<file path="src/rtl/rv_pkg.sv">
// Shared RISC-V pipeline definitions: opcodes, instruction field slices, fetch FSM state, fetch entry.
package rv_pkg;

  localparam logic [6:0] R_TYPE  = 7'b0110011;
  localparam logic [6:0] I_ARITH = 7'b0010011;
  localparam logic [6:0] LW      = 7'b0000011;
  localparam logic [6:0] SW      = 7'b0100011;
  localparam logic [6:0] B_TYPE  = 7'b1100011;
  localparam logic [6:0] JAL     = 7'b1101111;
  localparam logic [6:0] JALR    = 7'b1100111;
  localparam logic [6:0] LUI     = 7'b0110111;

  localparam int OP_LSB = 0;
  localparam int OP_MSB = 6;
  localparam int F3_LSB = 12;
  localparam int F3_MSB = 14;
  localparam int F7_LSB = 25;
  localparam int F7_MSB = 31;

  typedef enum logic [1:0] {
    IDLE = 2'd0,
    REQ  = 2'd1,
    KILL = 2'd2
  } fetch_state_t;

  typedef struct packed {
    logic [31:0] pc;
    logic [31:0] instr;
  } fetch_entry_t;

  function automatic logic [6:0] instr_op(input logic [31:0] instr);
    return instr[OP_MSB:OP_LSB];
  endfunction

  function automatic logic [2:0] instr_f3(input logic [31:0] instr);
    return instr[F3_MSB:F3_LSB];
  endfunction

  function automatic logic [6:0] instr_f7(input logic [31:0] instr);
    return instr[F7_MSB:F7_LSB];
  endfunction

endpackage

</file>
<file path="src/rtl/fetch_unit_if.sv">
// Fetch stage bus: instruction-memory req/ack, execute redirect, and the valid/ready stream toward decode.
interface fetch_unit_if;
  logic        imem_req;
  logic [31:0] imem_addr;
  logic        imem_ack;
  logic [31:0] imem_rdata;
  logic        redirect_valid;
  logic [31:0] redirect_pc;
  logic        id_valid;
  logic        id_ready;
  logic [31:0] id_instr;
  logic [31:0] id_pc;
  logic [6:0]  id_op;
  logic [2:0]  id_f3;
  logic [6:0]  id_f7;

  modport master (
    output imem_req, imem_addr, id_valid, id_instr, id_pc, id_op, id_f3, id_f7,
    input  imem_ack, imem_rdata, redirect_valid, redirect_pc, id_ready
  );

  modport slave (
    input  imem_req, imem_addr, id_valid, id_instr, id_pc, id_op, id_f3, id_f7,
    output imem_ack, imem_rdata, redirect_valid, redirect_pc, id_ready
  );
endinterface

</file>
<file path="src/rtl/fetch_fifo.sv">
// First-word fall-through {pc, instr} FIFO; a push is visible on dout the next cycle.
// Flush empties it on the next edge and wins over a same-cycle push/pop; DEPTH must be a power of two.
module fetch_fifo
  import rv_pkg::*;
#(
  parameter int unsigned DEPTH = 2,
  localparam int unsigned PW = (DEPTH > 1) ? $clog2(DEPTH) : 1,
  localparam int unsigned CW = $clog2(DEPTH + 1)
) (
  input  logic         clk,
  input  logic         rst_n,
  input  logic         flush,
  input  logic         push,
  input  fetch_entry_t din,
  input  logic         pop,
  output fetch_entry_t dout,
  output logic         valid,
  output logic [CW-1:0] count
);

  fetch_entry_t  mem [DEPTH];
  logic [PW-1:0] wr_ptr;
  logic [PW-1:0] rd_ptr;
  logic          pop_ok;

  assign valid  = (count != '0);
  assign pop_ok = pop & valid;
  // Empty slots read as zero so decode never sees a stale or uninitialised word.
  assign dout   = valid ? mem[rd_ptr] : '0;

  always_ff @(posedge clk) begin
    if (push && !flush) begin
      mem[wr_ptr] <= din;
    end
  end

  always_ff @(posedge clk or negedge rst_n) begin
    if (!rst_n) begin
      wr_ptr <= '0;
      rd_ptr <= '0;
      count  <= '0;
    end else if (flush) begin
      wr_ptr <= '0;
      rd_ptr <= '0;
      count  <= '0;
    end else begin
      if (push) begin
        wr_ptr <= wr_ptr + PW'(1);
      end
      if (pop_ok) begin
        rd_ptr <= rd_ptr + PW'(1);
      end
      count <= count + CW'(push) - CW'(pop_ok);
    end
  end

endmodule

</file>
<file path="src/rtl/fetch_unit.sv">
// Instruction fetch: owns the PC, issues one outstanding imem read at a time and queues results toward decode.
// A request starts only with a free FIFO slot reserved, so acks are never dropped; redirects kill in-flight reads.
module fetch_unit
  import rv_pkg::*;
#(
  parameter int unsigned DEPTH    = 2,
  parameter logic [31:0] RESET_PC = 32'h0000_0000
) (
  input  logic clk,
  input  logic rst_n,
  fetch_unit_if.master bus
);

  localparam int unsigned CW = $clog2(DEPTH + 1);

  fetch_state_t  state, state_n;
  logic [31:0]   pc, pc_n;
  logic [31:0]   req_addr, req_addr_n;
  logic [31:0]   redir_tgt;
  logic          push;
  logic          pop;
  logic          fifo_valid;
  logic [CW-1:0] count;
  logic          room_now;
  logic          room_after;
  fetch_entry_t  push_entry;
  fetch_entry_t  head;

  assign redir_tgt  = {bus.redirect_pc[31:2], 2'b00};
  assign pop        = fifo_valid & bus.id_ready;
  assign room_now   = 32'(count) < DEPTH;
  // Room for another request once this ack lands, counting a same-cycle pop.
  assign room_after = (32'(count) + 32'd1 - 32'(pop)) < DEPTH;
  assign push_entry = '{pc: req_addr, instr: bus.imem_rdata};

  always_comb begin
    state_n    = state;
    pc_n       = pc;
    req_addr_n = req_addr;
    push       = 1'b0;
    unique case (state)
      IDLE: begin
        if (bus.redirect_valid) begin
          pc_n = redir_tgt;
        end else if (room_now) begin
          req_addr_n = pc;
          state_n    = REQ;
        end
      end
      REQ: begin
        if (bus.imem_ack) begin
          if (bus.redirect_valid) begin
            pc_n    = redir_tgt;
            state_n = IDLE;
          end else begin
            push = 1'b1;
            pc_n = req_addr + 32'd4;
            if (room_after) begin
              req_addr_n = req_addr + 32'd4;
            end else begin
              state_n = IDLE;
            end
          end
        end else if (bus.redirect_valid) begin
          pc_n    = redir_tgt;
          state_n = KILL;
        end
      end
      KILL: begin
        if (bus.redirect_valid) begin
          pc_n = redir_tgt;
        end
        if (bus.imem_ack) begin
          state_n = IDLE;
        end
      end
      default: state_n = IDLE;
    endcase
  end

  always_ff @(posedge clk or negedge rst_n) begin
    if (!rst_n) begin
      state    <= IDLE;
      pc       <= RESET_PC;
      req_addr <= '0;
    end else begin
      state    <= state_n;
      pc       <= pc_n;
      req_addr <= req_addr_n;
    end
  end

  fetch_fifo #(.DEPTH(DEPTH)) u_fifo (
    .clk   (clk),
    .rst_n (rst_n),
    .flush (bus.redirect_valid),
    .push  (push),
    .din   (push_entry),
    .pop   (pop),
    .dout  (head),
    .valid (fifo_valid),
    .count (count)
  );

  assign bus.imem_req  = (state == REQ) || (state == KILL);
  assign bus.imem_addr = req_addr;
  assign bus.id_valid  = fifo_valid;
  assign bus.id_instr  = head.instr;
  assign bus.id_pc     = head.pc;
  assign bus.id_op     = instr_op(head.instr);
  assign bus.id_f3     = instr_f3(head.instr);
  assign bus.id_f7     = instr_f7(head.instr);

endmodule

</file>
<file path="src/flat_wrapper.sv">
// flat-port wrapper written by rule: the top's interface ports become plain ports
module fetch_unit_flat import rv_pkg::*;
#(
  parameter int unsigned DEPTH    = 2,
  parameter logic [31:0] RESET_PC = 32'h0000_0000
)
  (clk, rst_n, bus_imem_req, bus_imem_addr, bus_id_valid, bus_id_instr, bus_id_pc, bus_id_op, bus_id_f3, bus_id_f7, bus_imem_ack, bus_imem_rdata, bus_redirect_valid, bus_redirect_pc, bus_id_ready);
  fetch_unit_if bus_i ();
  input  logic clk;
  input  logic rst_n;
  output wire logic [$bits(bus_i.imem_req)-1:0] bus_imem_req;
  output wire logic [$bits(bus_i.imem_addr)-1:0] bus_imem_addr;
  output wire logic [$bits(bus_i.id_valid)-1:0] bus_id_valid;
  output wire logic [$bits(bus_i.id_instr)-1:0] bus_id_instr;
  output wire logic [$bits(bus_i.id_pc)-1:0] bus_id_pc;
  output wire logic [$bits(bus_i.id_op)-1:0] bus_id_op;
  output wire logic [$bits(bus_i.id_f3)-1:0] bus_id_f3;
  output wire logic [$bits(bus_i.id_f7)-1:0] bus_id_f7;
  input wire logic [$bits(bus_i.imem_ack)-1:0] bus_imem_ack;
  input wire logic [$bits(bus_i.imem_rdata)-1:0] bus_imem_rdata;
  input wire logic [$bits(bus_i.redirect_valid)-1:0] bus_redirect_valid;
  input wire logic [$bits(bus_i.redirect_pc)-1:0] bus_redirect_pc;
  input wire logic [$bits(bus_i.id_ready)-1:0] bus_id_ready;
  assign bus_imem_req = bus_i.imem_req;
  assign bus_imem_addr = bus_i.imem_addr;
  assign bus_id_valid = bus_i.id_valid;
  assign bus_id_instr = bus_i.id_instr;
  assign bus_id_pc = bus_i.id_pc;
  assign bus_id_op = bus_i.id_op;
  assign bus_id_f3 = bus_i.id_f3;
  assign bus_id_f7 = bus_i.id_f7;
  assign bus_i.imem_ack = bus_imem_ack;
  assign bus_i.imem_rdata = bus_imem_rdata;
  assign bus_i.redirect_valid = bus_redirect_valid;
  assign bus_i.redirect_pc = bus_redirect_pc;
  assign bus_i.id_ready = bus_id_ready;
  fetch_unit #(.DEPTH(DEPTH), .RESET_PC(RESET_PC)) u_core (.clk(clk), .rst_n(rst_n), .bus(bus_i));
endmodule
</file>
<file path="config.mk">
export PLATFORM = sky130hd
export DESIGN_NAME = fetch_unit_flat
export DESIGN_NICKNAME = d
export VERILOG_FILES = /design/src/rtl/rv_pkg.sv /design/src/rtl/fetch_unit_if.sv /design/src/rtl/fetch_fifo.sv /design/src/rtl/fetch_unit.sv /design/src/flat_wrapper.sv
export SDC_FILE = /design/constraint.sdc
export NUM_CORES = 1
export LEC_CHECK = 0
export CAP_MARGIN = 10
export CORE_MARGIN = 5
export CORE_UTILIZATION = 47
export DETAILED_ROUTE_END_ITERATION = 7
export PLACE_DENSITY_LB_ADDON = 0.2
export SETUP_SLACK_MARGIN = 0.1
export SLEW_MARGIN = 20
export SYNTH_ARGS = -nofsm -noshare
export SYNTH_HDL_FRONTEND = slang
export SYNTH_HIERARCHICAL = 1
export SYNTH_SLANG_ARGS = --single-unit
</file>
<file path="constraint.sdc">
create_clock -name clk -period 6.1 [get_ports clk]
set_input_delay 1.83 -clock clk [delete_from_list [all_inputs] [get_ports clk]]
set_output_delay 1.83 -clock clk [all_outputs]
set_load 0.01 [all_outputs]
</file>
-- After elaboration in Yosys (flattened, before gate mapping)
Memories as Yosys holds them, arrays and structs flattened.
Index checks and enable logic that the tools add are counted.
Widths: inputs -> output; s select.
- register bits: 70
- bits in writable memories: 128
- bits of input ports: 69
- output and inout bits: 115
- word-level logic and storage cells: 69
- memories: 1
- memories (name ; words ; bits a word ; read ports ; clocked after Yosys merged registers in ; wr ports ; RTL line ; text):
    u_core.u_fifo.mem ; 2 ; 64 ; 1 ; 0 ; 1 ; fetch_fifo.sv:21 ; fetch_entry_t mem [DEPTH];
- add/subtract/negate cells: 7
- order comparisons: 2
- eq/ne operators: 10
- multiplexer cells: 29
- bitwise operators: 2
- reductions and logical operators: 12
- operators by type and width (kind ; number):
    $mux 32 ; 8
    $pmux 32 s2 ; 2
    $mux 64 ; 1
    $add 32x3->32 const B ; 1
    $lt 32x2->1 const B ; 1
    $sub 32x1->32 ; 1
    $mux 2 ; 8
    $reduce_bool 2->1 ; 5
    $mux 1 ; 9
    $ne 2x2->1 const B ; 4
    $ne 3x3->1 const B ; 2
    $pmux 2 s3 ; 1
    $reduce_and 6->1 ; 1
    $reduce_and 5->1 ; 1
    $ne 2x1->1 const B ; 2
    $add 2x1->3 const B ; 1
    $add 1x1->1 const B ; 2
    $add 2x1->2 ; 1
    $and 1x1->1 ; 2
    $eq 2x1->1 const B ; 1
    $eq 2x2->1 const B ; 1
    $logic_not 2->1 ; 1
    $lt 2x2->1 const B ; 1
    $reduce_or 2->1 ; 1
    4 further kinds ; 4

-- Depth between registers and ports, before layout
Gate-level depths: netlist of run 1.
- depth in word-level cells: 8
- mapped depth: 11
- depth with buffers taken out: 9

-- Modules after synthesis
Netlist of run 1, hierarchy kept.
- modules (own cells, without submodules) (module ; instances ; cells each ; area each (µm²) ; sequential area each (µm²)):
    fetch_fifo ; 1 ; 291 ; 5107.4 ; 3943.8
    fetch_unit ; 1 ; 458 ; 4105.2 ; 1651.6

-- Least setup slack after synthesis of run 1
Ideal clock, no wire load.
- kind: input -> register
- start: input bus_imem_ack
- end: memory u_core/u_fifo/mem[0][0] in the netlist's numbering, enable pin
- library setup time: 579 ps
- arrival: 6980 ps
- data required time: 5521 ps
- setup slack: -1460 ps
- cell stages on the path: 3
- buffers on the path: 1
- path through: buf_2 > and3b_1 > nor3b_1
- word-level cells in the longest chain between the ends: 5
- RTL lines (what ; RTL line ; text):
    from (decl) ; flat_wrapper.sv:19 ; input wire logic [$bits(bus_i.imem_ack)-1:0] bus_imem_ack;
    $mux 1 ; fetch_unit.sv:51 ; if (bus.imem_ack) begin
    $mux 1 ; fetch_unit.sv:41 ; unique case (state)
    net u_core.push ; fetch_unit.sv:20 ; logic push;
    $logic_and 1x1->1 ; fetch_fifo.sv:32 ; if (push && !flush) begin
    $mux 1 ; fetch_fifo.sv:32 ;
    $mux 1 (not written as such) ; fetch_fifo.sv:33 ; mem[wr_ptr] <= din;
    to (decl) ; fetch_fifo.sv:21 ;
The timed path passes the listed nets, and every way through them passes these cells.

-- Worst setup path in the final report of run 1
- start: register u_core.u_fifo.count[1]
- end: output bus_id_f7[1]
- word-level cells in the longest chain between the ends: 2
- RTL lines (what ; RTL line ; text):
    from (decl) ; fetch_fifo.sv:18 ; output logic [CW-1:0] count
    from (signal assigned) ; fetch_fifo.sv:53 ; count <= count + CW'(push) - CW'(pop_ok);
    $reduce_bool 2->1 ; fetch_fifo.sv:26 ; assign valid = (count != '0);
    $mux 64 ; fetch_fifo.sv:29 ; assign dout = valid ? mem[rd_ptr] : '0;
    to (decl) ; flat_wrapper.sv:18 ; output wire logic [$bits(bus_i.id_f7)-1:0] bus_id_f7;
Every way passes these cells.

==> impl_metrics.json, run 1 <==
{
  "power_w": 0.00479,
  "worstSetupStartpointType": "flop",
  "io_buffers": 181,
  "path_clk_slew_ps": 70,
  "synth-compound-area-share": 0.112,
  "rsz0062_at_grt": "false",
  "netlist_instances": 749,
  "rr_worst_depth": 7,
  "finalHoldViolCount": 0,
  "synth_fa_ha_area_frac": 0.0109,
  "wl_mm": 22.8,
  "fin_crit_ps": 4580,
  "fp.dieArea_sq_um": 22500,
  "hold_path.class": "flop to flop",
  "antenna_cells": 0,
  "coreArea_sq_um": 19400,
  "cts_sinks": 198,
  "holdPathEnd": "u_core/bus.imem_addr[1]",
  "antenna_found_initial": 0,
  "p_leak_nw": 3.97,
  "synth_edf_count": 128,
  "cts.path.max_buffers": 2,
  "tritoncts": "yes",
  "r2r_slack_ps": 3240,
  "fin_skew_ps": 12.4,
  "post_synth.cell_area_avg_sq_um": 12.3,
  "peakVddDrop_mv": 0.219,
  "netlist_area_sq_um": 9210,
  "path_class": "flop to output port",
  "synth_xor_area_frac": 0.0300,
  "grt_max_degree": 71,
  "fin_setup_tns_ps": 0,
  "grt_pass1_wl_mm": 34.9,
  "maxCapViolations": 0,
  "synthMuxAreaShare": 0.0742,
  "hp-start": "u_core/pc[1]",
  "slew_violations": 0,
  "cp_max_fo": 36,
  "synth_top_family_by_area": "simple AND/OR/NAND/NOR gates",
  "fmax_mhz": 218,
  "root_buffer": "clkbuf_16",
  "nets": 971,
  "ys_types": 65,
  "cp.required_ps": 4270,
  "slew_headroom": 0.289,
  "yosys_warnings": 6,
  "hold_slack_ps": 511,
  "routed_via_density": 5.58,
  "cts_resized": 0,
  "cts_buffers": 17,
  "tightest_slew_ps": 1070,
  "power_density_nw_per_um2": 412,
  "grt_pass1_vias": 6272,
  "via_count": 6535,
  "ant_nets": 0,
  "worstSetupEndpointType": "output port",
  "drt_iter0_drc": 554,
  "period_share": 0.751,
  "synth_seq_cells": 198,
  "r2r_end": "u_core/bus.imem_addr[25]",
  "drive_above_1_share": 0.0728,
  "die_x_um": 150,
  "yosys_most_used_dff": "edfxtp_1",
  "synthSimpleGateAreaFrac": 0.113,
  "post-route-drc-count": 0,
  "gp_congestion": 0.825,
  "clk_latency_ps": 420,
  "placed_cells": 1140,
  "finalSetupViolCount": 0,
  "status": "finished clean",
  "cts_hold_buf": 0,
  "drtPass1Iterations": 5,
  "hold_depth": 1,
  "area_growth_pct": 26.1,
  "cts.htree.levels": 4,
  "grt_util_all_layers": 0.200,
  "fp-row-count": 51,
  "grt_remaining_overflow": 0,
  "cts_setup_buffers": 0,
  "synthArstFlopShare": 0.354,
  "yosysSeqAreaShare": 0.607,
  "wl_per_cell_um": 19.4,
  "initial_core_util": 0.475,
  "num_io_pins": 184,
  "final_util": 0.599,
  "instances_no_fill": 1172,
  "arrival_ps": 2750,
  "die_h_um": 150,
  "synth_nets": 826,
  "rr_startpoint": "u_core/state[1]",
  "dp_hpwl_mm": 15.4
}
-- critical path, cell delays in order (launching register included) --
cell,delay (ps)
dfrtp_1,480
nor2_4,700
buf_4,470
nor2_1,130
clkdlybuf4s50_1,500
-- report_power, final --
part	total, W	switching [W]	internal [W]	leakage (nW)
sequential	0.00206	0.000349	0.00171	1.98
clock	0.00111	0.000496	0.000611	0.272
combinational	0.00162	0.000865	0.000753	1.71
-- synthesized netlist by cell type (4+ instances only) --
master / count / share of area
xor2_1: 17 / 0.016
nand2b_1: 6 / 0.0041
a21o_1: 5 / 0.0041
a22o_1: 5 / 0.0048
a2bb2oi_1: 7 / 0.0067
clkbuf_1: 17 / 0.0069
ha_1: 8 / 0.011
a21oi_1: 43 / 0.023
mux2i_1: 66 / 0.072
nand2_1: 33 / 0.013
a31oi_1: 4 / 0.0027
buf_2: 12 / 0.0065
nor4_1: 5 / 0.0034
dfrtp_1: 70 / 0.19
nand3_1: 20 / 0.011
nand4_1: 10 / 0.0068
o21ai_0: 29 / 0.016
o22ai_1: 27 / 0.018
nor2_1: 91 / 0.037
nor3_1: 6 / 0.0033
nor2b_1: 6 / 0.0041
and3_1: 5 / 0.0034
inv_1: 8 / 0.0033
buf_1: 5 / 0.0020
buf_12: 5 / 0.011
xnor2_1: 12 / 0.011
o21a_1: 4 / 0.0033
edfxtp_1: 128 / 0.42
buf_4: 21 / 0.017
a22oi_1: 15 / 0.012
-- registers in the layout, indices dropped and copies added (netlist names) --
register,cells
u_core/u_fifo/mem,128
u_core/bus.imem_addr,32
u_core/pc,32
u_core/state,2
u_core/u_fifo/count,2
u_core/u_fifo/rd_ptr,1
u_core/u_fifo/wr_ptr,1
-- through the flow --
stage          worst slack, ps  instance area, sq um
5_1_grt                   1310                 11600
3_5_place_dp              1480                 11000
2_1_floorplan              831                  9220
6_report                  1520                 11600
3_3_place_gp              1510                 11000
4_1_cts                   1450                 11600
-- cell families after synthesis --
kind of cell / count (synthesis)
compound gates: 160
buf+inv: 75
xor+xnor: 30
simple gates: 210
flops: 198
fa+ha+maj: 8
mux: 68
-- how the worst max path moves through the flow --
stage	startpoint	endpoint	slack, ps	cells past startpoint
finish	u_core/u_fifo/count[1]	bus_id_f7[1]	1520	4
global route	u_core/u_fifo/count[1]	bus_id_f7[1]	1310	4
CTS	u_core/u_fifo/count[1]	bus_id_f7[1]	1450	4
detailed placement	bus_redirect_valid	u_core/bus.imem_addr[25]	1480	5
global placement	bus_redirect_valid	u_core/u_fifo/mem[1][8]	1510	4
floorplan	bus_imem_ack	u_core/u_fifo/mem[0][0]	830	3
-- per-layer routing --
layer	track usage	wire [um]	vias to the layer above
li1	-	-	3050
met1	0.278	9910	3187
met2	0.321	10900	283
met3	0.0457	1800	15
met4	0.0489	178	0
met5	0	0	-
-- placed cells by master (no fill, tap or decap), types with 3 or more instances in the layout --
cell type          n
a2bb2oi_1          7
nand2b_1           6
ha_1               7
nor2b_1            6
mux2i_1           66
nand3_1           20
nor4_1             5
xor2_1            17
a22o_1             5
and4_1             3
clkinv_4           5
or4_1              3
o21ai_0           29
buf_4              9
and3_1             5
o22a_1             3
nor3_1             6
a21oi_1           43
a22oi_1           15
or3_1              3
a31oi_1            4
dfrtp_1           69
clkbuf_16         17
nand4_1           10
clkinvlp_4         3
nor2_1            90
clkdlybuf4s50_1  180
a21o_1             5
xnor2_1           12
edfxtp_1         128
o21a_1             4
nand2_1           33
o22ai_1           27
inv_1              8
-- final cells by class --
| class | instances | area (sq um) |
|---|---|---|
| Fill cell | 1596 | 7780 |
| Sequential cell | 198 | 5600 |
| Multi-Input combinational cell | 476 | 3170 |
| Timing Repair Buffer | 191 | 1890 |
| Clock buffer | 19 | 433 |
| Tap cell | 265 | 332 |
| Clock inverter | 13 | 151 |
| Inverter | 10 | 37.5 |
No activity file was read; power rests on OpenSTA's default activity.
==> run 2, diff against run 1 <==
==> constraint.sdc (replaced) <==
create_clock -name clk -period 4.08 [get_ports clk]
set_input_delay 1.224 -clock clk [delete_from_list [all_inputs] [get_ports clk]]
set_output_delay 1.224 -clock clk [all_outputs]
set_load 0.01 [all_outputs]
==> run 2 against run 1 <==
First-iteration DRC count up 2.2%. Clock power up 46%. Sequential power up 50%. Core utilization up 0.48 points. Clock-buffer cell count down 1. Cell count up 0.51%. Via count up 0.21%. Sequential share of layout area down 0.38 points. Sequential cell count unchanged. Routed wire length down 1.2%. Non-clock buffer count up 6. Global-route usage down 0.22 points.
==> impl_metrics.json, run 2 (synthesis gave the netlist of run 1 again) <==
{
  "fmax_mhz": 279,
  "slew_headroom": 0.474,
  "grt_pass1_vias": 6356,
  "cts_setup_buffers": 0,
  "instances_no_fill": 1178,
  "cp.required_ps": 2860,
  "cts.htree.levels": 4,
  "worstSetupEndpointType": "output port",
  "maxCapViolations": 0,
  "grt_remaining_overflow": 0,
  "finalHoldViolCount": 0,
  "tightest_slew_ps": 789,
  "fin_setup_tns_ps": 0,
  "die_x_um": 150,
  "arrival_ps": 2360,
  "via_count": 6549,
  "coreArea_sq_um": 19400,
  "grt_pass1_wl_mm": 34.6,
  "post-route-cell-area_sq_um": 11700,
  "final_cell_mix": "clkdlybuf4s50_1 (180), edfxtp_1 (128), nor2_1 (90)",
  "fin_skew_ps": 10.6,
  "slew_violations": 0,
  "hold_path.class": "flop to flop",
  "wl_per_cell_um": 19.1,
  "tritoncts": "yes",
  "drtPass1Iterations": 4,
  "power_density_nw_per_um2": 611,
  "fp.dieArea_sq_um": 22500,
  "antenna_found_initial": 0,
  "cts_sinks": 198,
  "dp_hpwl_mm": 15.1,
  "clk_latency_ps": 430,
  "antenna_cells": 0,
  "path_clk_slew_ps": 70,
  "initial_core_util": 0.475,
  "layout_commonest_cell": "clkdlybuf4s50_1",
  "finalSetupViolCount": 0,
  "grt_util_all_layers": 0.198,
  "root_buffer": "clkbuf_16",
  "cts.path.max_buffers": 2,
  "largest_reg_flops": 128,
  "post-route-drc-count": 0,
  "period_share": 0.878,
  "top_register": "u_core/u_fifo/mem",
  "peakVddDrop_mv": 0.355,
  "area_growth_pct": 27.1,
  "nets": 977,
  "cts_hold_buf": 0,
  "path_class": "flop to output port",
  "die_h_um": 150,
  "cp_max_fo": 21,
  "rr_worst_depth": 7,
  "io_buffers": 181,
  "hold_slack_ps": 500,
  "path_cells": "buf_4 > mux2i_1 > nor2_1 > clkdlybuf4s50_1",
  "ant_nets": 0,
  "gp_congestion": 0.851,
  "dpl-instance-area_sq_um": 11100,
  "final.fill_count": 1600,
  "grt_max_degree": 66,
  "placed_cells": 1146,
  "fp-row-count": 51,
  "slowest_delay_ps": 670,
  "status": "finished clean",
  "cts_resized": 0,
  "fin_crit_ps": 3580,
  "cpMaxStageDelayCell": "dfrtp_4",
  "p_leak_nw": 4.01,
  "drive_above_1_share": 0.0789,
  "worstSetupStartpointType": "flop",
  "num_io_pins": 184,
  "wl_mm": 22.5,
  "rsz0062_at_grt": "false",
  "hold_depth": 2,
  "r2r_slack_ps": 1570,
  "routed_via_density": 5.56,
  "drt_iter0_drc": 566,
  "cts_buffers": 17
}
==> run 2: cell type report <==
type | count | area, sq um | area share
clock buffers | 18 | 429 | 0.0367
clock inverters | 14 | 149 | 0.0127
inverters | 10 | 37.5 | 0.00321
multi-input cells | 476 | 3160 | 0.270
flip-flops and latches | 198 | 5600 | 0.478
well taps | 265 | 332 | 0.0283
repair buffers | 197 | 2000 | 0.171
==> run 2: routing by layer <==
| layer | part of all wire | GRT usage | vias up |
|---|---|---|---|
| li1 | - | - | 3060 |
| met1 | 0.45 | 0.279 | 3252 |
| met2 | 0.48 | 0.319 | 219 |
| met3 | 0.057 | 0.0354 | 18 |
| met4 | 0.0097 | 0.0517 | 0 |
| met5 | 0 | 0 | - |
==> run 2: where the power goes <==
group | total (W) | internal, W | switching, W
Sequential | 0.00308 | 0.00256 | 0.000519
Clock | 0.00162 | 0.000859 | 0.000764
Combinational | 0.00245 | 0.00117 | 0.00128
Total | 0.00715 | 0.00458 | 0.00257
==> run 2: worst paths after layout <==
kind / start / endpoint
setup / recovery: u_core/u_fifo/rd_ptr / bus_id_instr[6]
hold / removal: u_core/pc[4] / u_core/pc[4]
setup reg to reg: u_core/state[1] / u_core/bus.imem_addr[25]
hold reg to reg: u_core/pc[4] / u_core/pc[4]
max in group asynchronous: rst_n / u_core/bus.imem_addr[16]
min in group asynchronous: rst_n / u_core/bus.imem_addr[0]
==> run 2: metrics by stage <==
| stage | total power, W | worst slack, ps | utilization |
|---|---|---|---|
| 4_1_cts | 0.00719 | 444 | 0.603 |
| 2_1_floorplan | 0.00446 | 297 | - |
| 3_5_place_dp | 0.00555 | 503 | 0.574 |
| 5_1_grt | 0.00754 | 349 | 0.603 |
| 6_report | 0.00715 | 497 | 0.603 |
| 3_3_place_gp | 0.00549 | 507 | 0.574 |
==> run 2: critical path: cells and delay by family (launching register included) <==
kind / cells / cell delay [ps]
mux: 1 / 130
flops: 1 / 670
buf+inv: 2 / 960
simple gates: 1 / 150
